$ cat src/rtl/uart_rx_monitor.sv
// uart_rx_monitor: UART receiver with parity/framing/break checks feeding a ready/valid FIFO
module uart_rx_monitor #(
    parameter int BAUD_DIV   = 434,
    parameter int DATA_BITS  = 8,
    parameter int PARITY     = 0,
    parameter int STOP_BITS  = 1,
    parameter int FIFO_DEPTH = 16
) (
    input  logic                          clk,
    input  logic                          rst,
    input  logic                          rx_i,
    output logic [DATA_BITS-1:0]          rd_data,
    output logic                          rd_perr,
    output logic                          rd_ferr,
    output logic                          rd_break,
    output logic                          rd_valid,
    input  logic                          rd_ready,
    output logic [$clog2(FIFO_DEPTH):0]   fifo_count,
    output logic                          overflow,
    input  logic                          clr_overflow,
    output logic                          busy
);
    localparam int CW = $clog2(BAUD_DIV);
    localparam int AW = $clog2(FIFO_DEPTH);
    localparam int NW = AW + 1;
    localparam int EW = DATA_BITS + 3;
    localparam logic [CW-1:0] MID = CW'(BAUD_DIV / 2 - 1);
    localparam logic [CW-1:0] LAST = CW'(BAUD_DIV - 1);
    localparam logic [NW-1:0] FULL = NW'(FIFO_DEPTH);
    localparam logic HAS_PAR = PARITY != 0;
    localparam logic ODD = PARITY == 1;

    typedef enum logic [2:0] {IDLE, START, DATA, PAR, STOP, WAIT_HI} state_t;

    state_t state_q, state_d;
    logic rx_meta_q, rx_s_q;
    logic [CW-1:0] cnt_q, cnt_d;
    logic [3:0] bit_q, bit_d;
    logic [DATA_BITS-1:0] shreg_q, shreg_d;
    logic par_q, par_d, ferr_q, ferr_d;
    logic mid, push, pop, acc;
    logic [EW-1:0] entry, head_d, head_q;
    logic [EW-1:0] mem [FIFO_DEPTH];
    logic [AW-1:0] wr_ptr_q, wr_ptr_d, rd_ptr_q, rd_ptr_d;
    logic [NW-1:0] count_q, count_d;
    logic valid_q, valid_d, overflow_q, overflow_d;

    assign mid = cnt_q == MID;

    // The bit counter free-runs modulo BAUD_DIV from the start edge, so every later sample lands mid-bit.
    always_comb begin
        state_d = state_q;
        cnt_d = (cnt_q == LAST) ? '0 : cnt_q + CW'(1);
        bit_d = bit_q;
        shreg_d = shreg_q;
        par_d = par_q;
        ferr_d = ferr_q;
        push = 1'b0;
        case (state_q)
            IDLE: begin
                cnt_d = '0;
                bit_d = '0;
                par_d = 1'b0;
                ferr_d = 1'b0;
                state_d = rx_s_q ? IDLE : START;
            end
            START: state_d = !mid ? START : (rx_s_q ? IDLE : DATA);
            DATA: if (mid) begin
                shreg_d = {rx_s_q, shreg_q[DATA_BITS-1:1]};
                bit_d = (bit_q == 4'(DATA_BITS - 1)) ? '0 : bit_q + 4'd1;
                state_d = (bit_q != 4'(DATA_BITS - 1)) ? DATA : (HAS_PAR ? PAR : STOP);
            end
            PAR: if (mid) begin
                par_d = rx_s_q;
                state_d = STOP;
            end
            STOP: if (mid) begin
                ferr_d = ferr_q | ~rx_s_q;
                bit_d = bit_q + 4'd1;
                push = bit_q == 4'(STOP_BITS - 1);
                state_d = !push ? STOP : (rx_s_q ? IDLE : WAIT_HI);
            end
            WAIT_HI: state_d = rx_s_q ? IDLE : WAIT_HI;
            default: state_d = IDLE;
        endcase
    end

    assign entry = {ferr_d & ~|shreg_q & (~HAS_PAR | ~par_q), ferr_d,
                    HAS_PAR & ((^shreg_q ^ par_q) != ODD), shreg_q};

    assign pop = valid_q & rd_ready;
    assign acc = push & (count_q != FULL | pop);
    assign rd_ptr_d = rd_ptr_q + AW'(pop);
    assign wr_ptr_d = wr_ptr_q + AW'(acc);
    assign count_d = count_q + NW'(acc) - NW'(pop);
    assign valid_d = count_d != '0;
    // The head is registered; a frame landing in an empty FIFO bypasses the memory.
    assign head_d = !valid_d ? '0 : (acc && wr_ptr_q == rd_ptr_d) ? entry : mem[rd_ptr_d];
    assign overflow_d = (push & ~acc) | (overflow_q & ~clr_overflow);

    always_ff @(posedge clk or posedge rst) begin
        if (rst) begin
            rx_meta_q <= 1'b1;
            rx_s_q <= 1'b1;
            state_q <= IDLE;
            cnt_q <= '0;
            bit_q <= '0;
            shreg_q <= '0;
            par_q <= 1'b0;
            ferr_q <= 1'b0;
            wr_ptr_q <= '0;
            rd_ptr_q <= '0;
            count_q <= '0;
            valid_q <= 1'b0;
            head_q <= '0;
            overflow_q <= 1'b0;
        end else begin
            rx_meta_q <= rx_i;
            rx_s_q <= rx_meta_q;
            state_q <= state_d;
            cnt_q <= cnt_d;
            bit_q <= bit_d;
            shreg_q <= shreg_d;
            par_q <= par_d;
            ferr_q <= ferr_d;
            wr_ptr_q <= wr_ptr_d;
            rd_ptr_q <= rd_ptr_d;
            count_q <= count_d;
            valid_q <= valid_d;
            head_q <= head_d;
            overflow_q <= overflow_d;
        end
    end

    always_ff @(posedge clk) begin
        if (acc) mem[wr_ptr_q] <= entry;
    end

    assign {rd_break, rd_ferr, rd_perr, rd_data} = head_q;
    assign rd_valid = valid_q;
    assign fifo_count = count_q;
    assign overflow = overflow_q;
    assign busy = state_q != IDLE;
endmodule
$ cat config.mk
export PLATFORM = sky130hd
export DESIGN_NAME = uart_rx_monitor
export DESIGN_NICKNAME = d
export VERILOG_FILES = /design/src/rtl/uart_rx_monitor.sv
export SDC_FILE = /design/constraint.sdc
export NUM_CORES = 1
export LEC_CHECK = 0
export ABC_CLOCK_PERIOD_IN_PS = 3050
export BUFFER_PORTS_ARGS = -buffer_cell sky130_fd_sc_hd__clkbuf_2
export CORE_MARGIN = 5
export CORE_UTILIZATION = 55
export CTS_CLUSTER_SIZE = 25
export DETAILED_ROUTE_END_ITERATION = 6
export PLACE_DENSITY = 0.82
export SYNTH_ARGS = -nofsm -noshare
export SYNTH_HDL_FRONTEND = slang
export SYNTH_SLANG_ARGS = --single-unit
$ cat constraint.sdc
create_clock -name clk -period 3.05 [get_ports clk]
set_input_delay 0.61 -clock clk [delete_from_list [all_inputs] [get_ports clk]]
set_output_delay 0.61 -clock clk [all_outputs]
set_load 0.05 [all_outputs]
== After elaboration in Yosys (flattened, before gate mapping) ==
Memory sizes are Yosys's and may differ from the RTL's.
Index checks and enable logic that the tools add are counted.
Word-level totals
  flip-flop bits (word level): 53
  bits in writable memories: 160
  bits of input ports: 5
  output and inout bits: 19
  logic and storage cells: 80
  memories kept: 1
Cells by class
  add/sub/neg operators: 6
  eq/ne operators: 14
  mux-type cells: 24
  bitwise operators: 11
  reductions and logical operators: 11
Memories
  mem: words 16, width 10, rd ports 1, clocked after memory_dff 0, write ports 1, line 43  | logic [EW-1:0] mem [FIFO_DEPTH];
Operators with widths (number)
  $mux 11: 2
  $mux 3: 6
  $mux 9: 2
  $pmux 3 s6: 1
  $mux 4: 3
  $pmux 4 s3: 1
  $add 9x1->9 const B: 1
  $eq 9x8->1 const B: 1
  $eq 9x9->1 const B: 1
  $add 4x1->4: 2
  $reduce_or 8->1: 1
  $eq 3x2->1 const B: 2
  $eq 3x3->1 const B: 2
  $mux 1: 6
  $ne 2x2->1 const B: 3
  $reduce_and 3->1: 2
  $reduce_bool 3->1: 2
  $add 5x1->5: 1
  $and 1x1->1: 5
  $ne 5x5->1 const B: 1
  $reduce_bool 5->1: 1
  $sub 5x1->5: 1
  $add 4x1->4 const B: 1
  $eq 4x3->1 const B: 1
  12 further kinds: 17

== Depth between registers and ports, before layout ==
  depth after elaboration: 8
  gate-level depth with buffers: 17
  mapped depth without buffers: 16

== Worst setup path after synthesis ==
No wires, ideal clock.
  kind: register to register
  start point: register count_q[2], in the netlist fifo_count[2]
  end point: register head_q[0]
  library setup time: 0.132 ns
  arrival time: 3.054 ns
  required time: 2.918 ns
  setup slack: -0.136 ns
  cell stages (with the launch flop): 17
  buffers on the path: 1
  period minus slack after synthesis: 3.186 ns
  cell sequence: dfrtp_1 -> inv_1 -> ha_1 -> nand2_1 -> or4_1 -> nand4_1 -> o21ai_0 -> ha_1 -> inv_1 -> fa_1 -> inv_1 -> a21oi_1 -> o21bai_1 -> xnor2_1 -> nor4_1 -> clkbuf_1 -> nor2_1
On the way
  word-level cells in the longest chain between the ends: 7
  elaborated cells between the ends (all ways): 9
  classes of those cells: add/sub (2); eq/ne (1); mux (2); bitwise (2); reduce/logical (2)
RTL lines
  start, declared: line 45  | logic [NW-1:0] count_q, count_d;
  start signal, assigned: line 128  | count_q <= count_d;
  $ne 5x5->1: line 92  | assign acc = push & (count_q != FULL | pop);
  $or 1x1->1: line 92
  $and 1x1->1: line 92
  $add 5x1->5 *: line 95  | assign count_d = count_q + NW'(acc) - NW'(pop);
  $sub 5x1->5 *: line 95
  net count_d[4]: line 45
  $reduce_bool 5->1 *: line 96  | assign valid_d = count_d != '0;
  $mux 11 *: line 98  | assign head_d = !valid_d ? '0 : (acc && wr_ptr_q == rd_ptr_d) ? entry : mem[rd_ptr_d];
  net head_d[0]: line 42  | logic [EW-1:0] entry, head_d, head_q;
  end signal, assigned: line 115  | head_q <= '0;
  end signal, assigned: line 130  | head_q <= head_d;
  end, declared: line 42
The timed path passes the listed nets; every way through them passes the cells marked *.
A chain may end at the register's enable or synchronous reset.

== Worst setup path after layout ==
  start point: register count_q[2], in the netlist fifo_count[2]
  end point: register head_q[4]
The elaborated chain is that of the path after synthesis.

==> results.yml <==
setup_path:
  cp_slowest_cell: "dfrtp_2"
  cp_cell_sequence: "inv_1 -> ha_1 -> nand2_1 -> or4_4 -> nand4_1 -> o21ai_1 -> ha_2 -> buf_4 -> buf_4 -> a21o_1 -> a21oi_1 -> xor2_1 -> nor4_2 -> buf_4 -> nor2_1"
  worstSetupPathType: "flop to flop"
  cp.required_ps: 3420
  arrival_ps: 3520
  critPathMaxFanout: 6
  crit_end: "head_q[4]"
  r2r_slack_ps: -100
  crit_cells: 15
  reg2reg_depth: 15
  slowest_delay_ps: 430
  critPathTopFamily: "simple AND/OR/NAND/NOR gates"
  end_kind: "flop"
  worst-path-buf-inv: 4
  r2r-start: "fifo_count[2]"
  startpoint: "fifo_count[2]"
  start_kind: "flop"
  cpMostUsedCell: "buf_4"
  r2r-end: "head_q[4]"
route:
  ant_nets: 0
  vias_per_cell: 5.91
  drc: 0
  wl_per_cell_um: 23.0
  num_vias: 4643
  drtIter0Drc: 397
  first_pass_iters: 5
  wirelength_um: 18100
final_layout:
  drive_above_1_share_pct: 31.9
  fin_nets: 576
  n_antenna_cell: 0
  final_core_utilization_pct: 64.5
  areaGrowthSynthToFinish_pct: 16.2
  n_fill_cell: 991
  finalInstanceArea_um2: 10100
  instances_no_fill: 786
floorplan:
  die_w_um: 136
  rows: 46
  fp.dieArea_um2: 18500
  fp.coreArea_um2: 15700
  ios: 24
  initial_core_util_pct: 55.5
  die_h_um: 136
timing:
  finalCritPeriodShare_pct: 103
  finalClockSkew_ps: 12.1
  hold_slack_ps: 216
  tightest_slew_ps: 1100
  rsz0062_at_grt: "yes"
  drv_slew: 0
  fmax_mhz: 317
  setup_violations: 11
  period_needed_ps: 3150
  hold_viol: 0
  finalWorstSetupSlack_ps: -100
  maxSlewHeadroom_pct: 26.7
global_routing:
  grt_antenna_before_repair: 0
  grt_use_total_pct: 20.0
  grt_max_degree: 34
  grt_pass1_vias: 4722
  grt_first_pass_wirelength_um: 27600
  grt_overflow_total: 0
logic_synthesis:
  synth.area.top_cells: "edfxtp_1, dfrtp_1, mux4_2"
  ys_top_cells_by_count: "edfxtp_1, dfrtp_1, mux2i_1, mux4_2, nor2_1"
  synth_edf_count: 160
  synthXorXnorAreaFrac_pct: 1.91
  ys_async_sr_fraction_pct: 24.5
  syn-num-nets: 515
  yosysSeqAreaShare_pct: 70.1
  synth.most_common_cell: "edfxtp_1"
  syn_avg_cell_area_um2: 17.6
  yosysWarningCount: 0
  synth_compound_area_share_pct: 1.62
  synth_area_um2: 8710
  syn_inst: 495
  muxShareOfSynthArea_pct: 16.1
  ys_types: 48
  synthAdderAreaFrac_pct: 2.47
  post-synth-top-area-cell: "edfxtp_1"
  synth_top_family_by_area: "multiplexers"
  synthSimpleGateAreaFrac_pct: 5.60
  synth_top_area_share_pct: 55.1
  synth-seq-cells: 212
  synthFlopType: "edfxtp_1"
cts:
  clk_pin_slew_worst_paths_ps: 60
  numCtsBuffers: 20
  clock_path_buffers: 3
  cts.sinks: 212
  clk_latency_ps: 490
  hold_buffers: 0
  cts-root-buf: "clkbuf_16"
  h-tree-depth: 1
  tritoncts: "built"
power_and_ir_drop:
  power_density_nw_per_um2: 793
  vdd_drop_max_mv: 0.569
  leakage_nw: 4.25
status:
  status: "finished, violations left"
  violations: "setup timing"
hold_path:
  hold_path.class: "primary input to flop"
  hold_depth: 1
job:
  cap_violations: 0
placed_design:
  io_buffers: 22
  place.gp.congestion: 0.809
  hpwl_um: 10900
  dp_cells: 743
  placed_area_um2: 9310
-- registers in the layout, summed over array words and instances, names as in the netlist, 4 cells and up --
| name | cells |
|---|---|
| rd_ptr_q | 4 |
| head_q | 10 |
| fifo_count | 5 |
| bit_q | 4 |
| mem | 160 |
| shreg_q | 8 |
| cnt_q | 9 |
| wr_ptr_q | 4 |
-- metal layers --
metal,global-route usage (%),routed length (µm)
met4,5.77,408
met3,2.85,1150
met1,27.4,7090
met2,33.9,9440
met5,0,0
-- area by class of cell --
type	count	area, µm²	area share [%]
sequential	212	6110	60.3
multi-input combinational	240	2500	24.7
clock buffer	25	572	5.65
timing repair buffer	61	465	4.60
tap	216	270	2.67
clock inverter	11	128	1.26
inverter	21	78.8	0.778
-- kinds of logic after synthesis --
group / count (synthesis)
AOI/OAI and AO/OA: 22
xor gates and xnor gates: 19
adders and majority gates: 17
buffers and inverters: 43
DFF: 212
muxes: 89
other: 1
and+or+nand+nor: 92
-- metrics by stage --
stage          setup WS [ps]  total power, mW  setup TNS [ps]
3_3_place_gp            40.5             5.28               0
4_1_cts                 36.4             7.96               0
3_5_place_dp           -98.1             5.34            -837
5_1_grt                 -203             8.30           -2590
2_1_floorplan           4.02             4.68               0
6_report                -100             8.03            -836
-- report_power, final --
group	internal, mW	switching [mW]	total [mW]
logic	0.985	1.24	2.22
registers	3.15	0.0678	3.22
clock network	1.58	1.00	2.59
total	5.72	2.31	8.03
-- worst min path at each step --
| stage | slack (ps) | end | from |
|---|---|---|---|
| floorplan | 350 | rx_s_q | rx_meta_q |
| global placement | 350 | rx_s_q | rx_meta_q |
| detailed placement | 360 | rx_s_q | rx_meta_q |
| CTS | 200 | rx_meta_q | rx_i |
| global route | 210 | rx_meta_q | rx_i |
| finish | 220 | rx_meta_q | rx_i |
-- cell usage in the layout (no fill, tap or decap), types with 3 or more instances in the layout --
cell,synthesis,final
clkbuf_2,0,22
buf_12,0,5
nor3_1,8,8
xnor2_1,7,7
dfrtp_1,50,48
nor2_2,1,13
a31oi_1,3,3
nand2b_1,3,3
buf_4,1,34
nand3b_1,3,3
nor2_1,38,26
mux2_2,8,8
clkbuf_16,0,22
inv_1,20,14
xor2_1,12,11
clkinv_2,0,4
o21ai_0,6,5
mux4_2,40,40
clkinv_1,0,3
ha_1,14,11
edfxtp_1,160,160
inv_2,1,7
bufinv_16,0,3
nand3_1,10,9
mux2i_1,41,41
a21oi_1,6,5
nand2_1,10,9
-- repair_timing --
item	CTS	global route
pin swaps	2	12
resized for setup	5	25
cloned	1	0
setup buffers	2	4
endpoints found under the hold margin	0	0
setup endpoints to repair	11	31
Note: power is estimated with default switching activity, not from simulation.
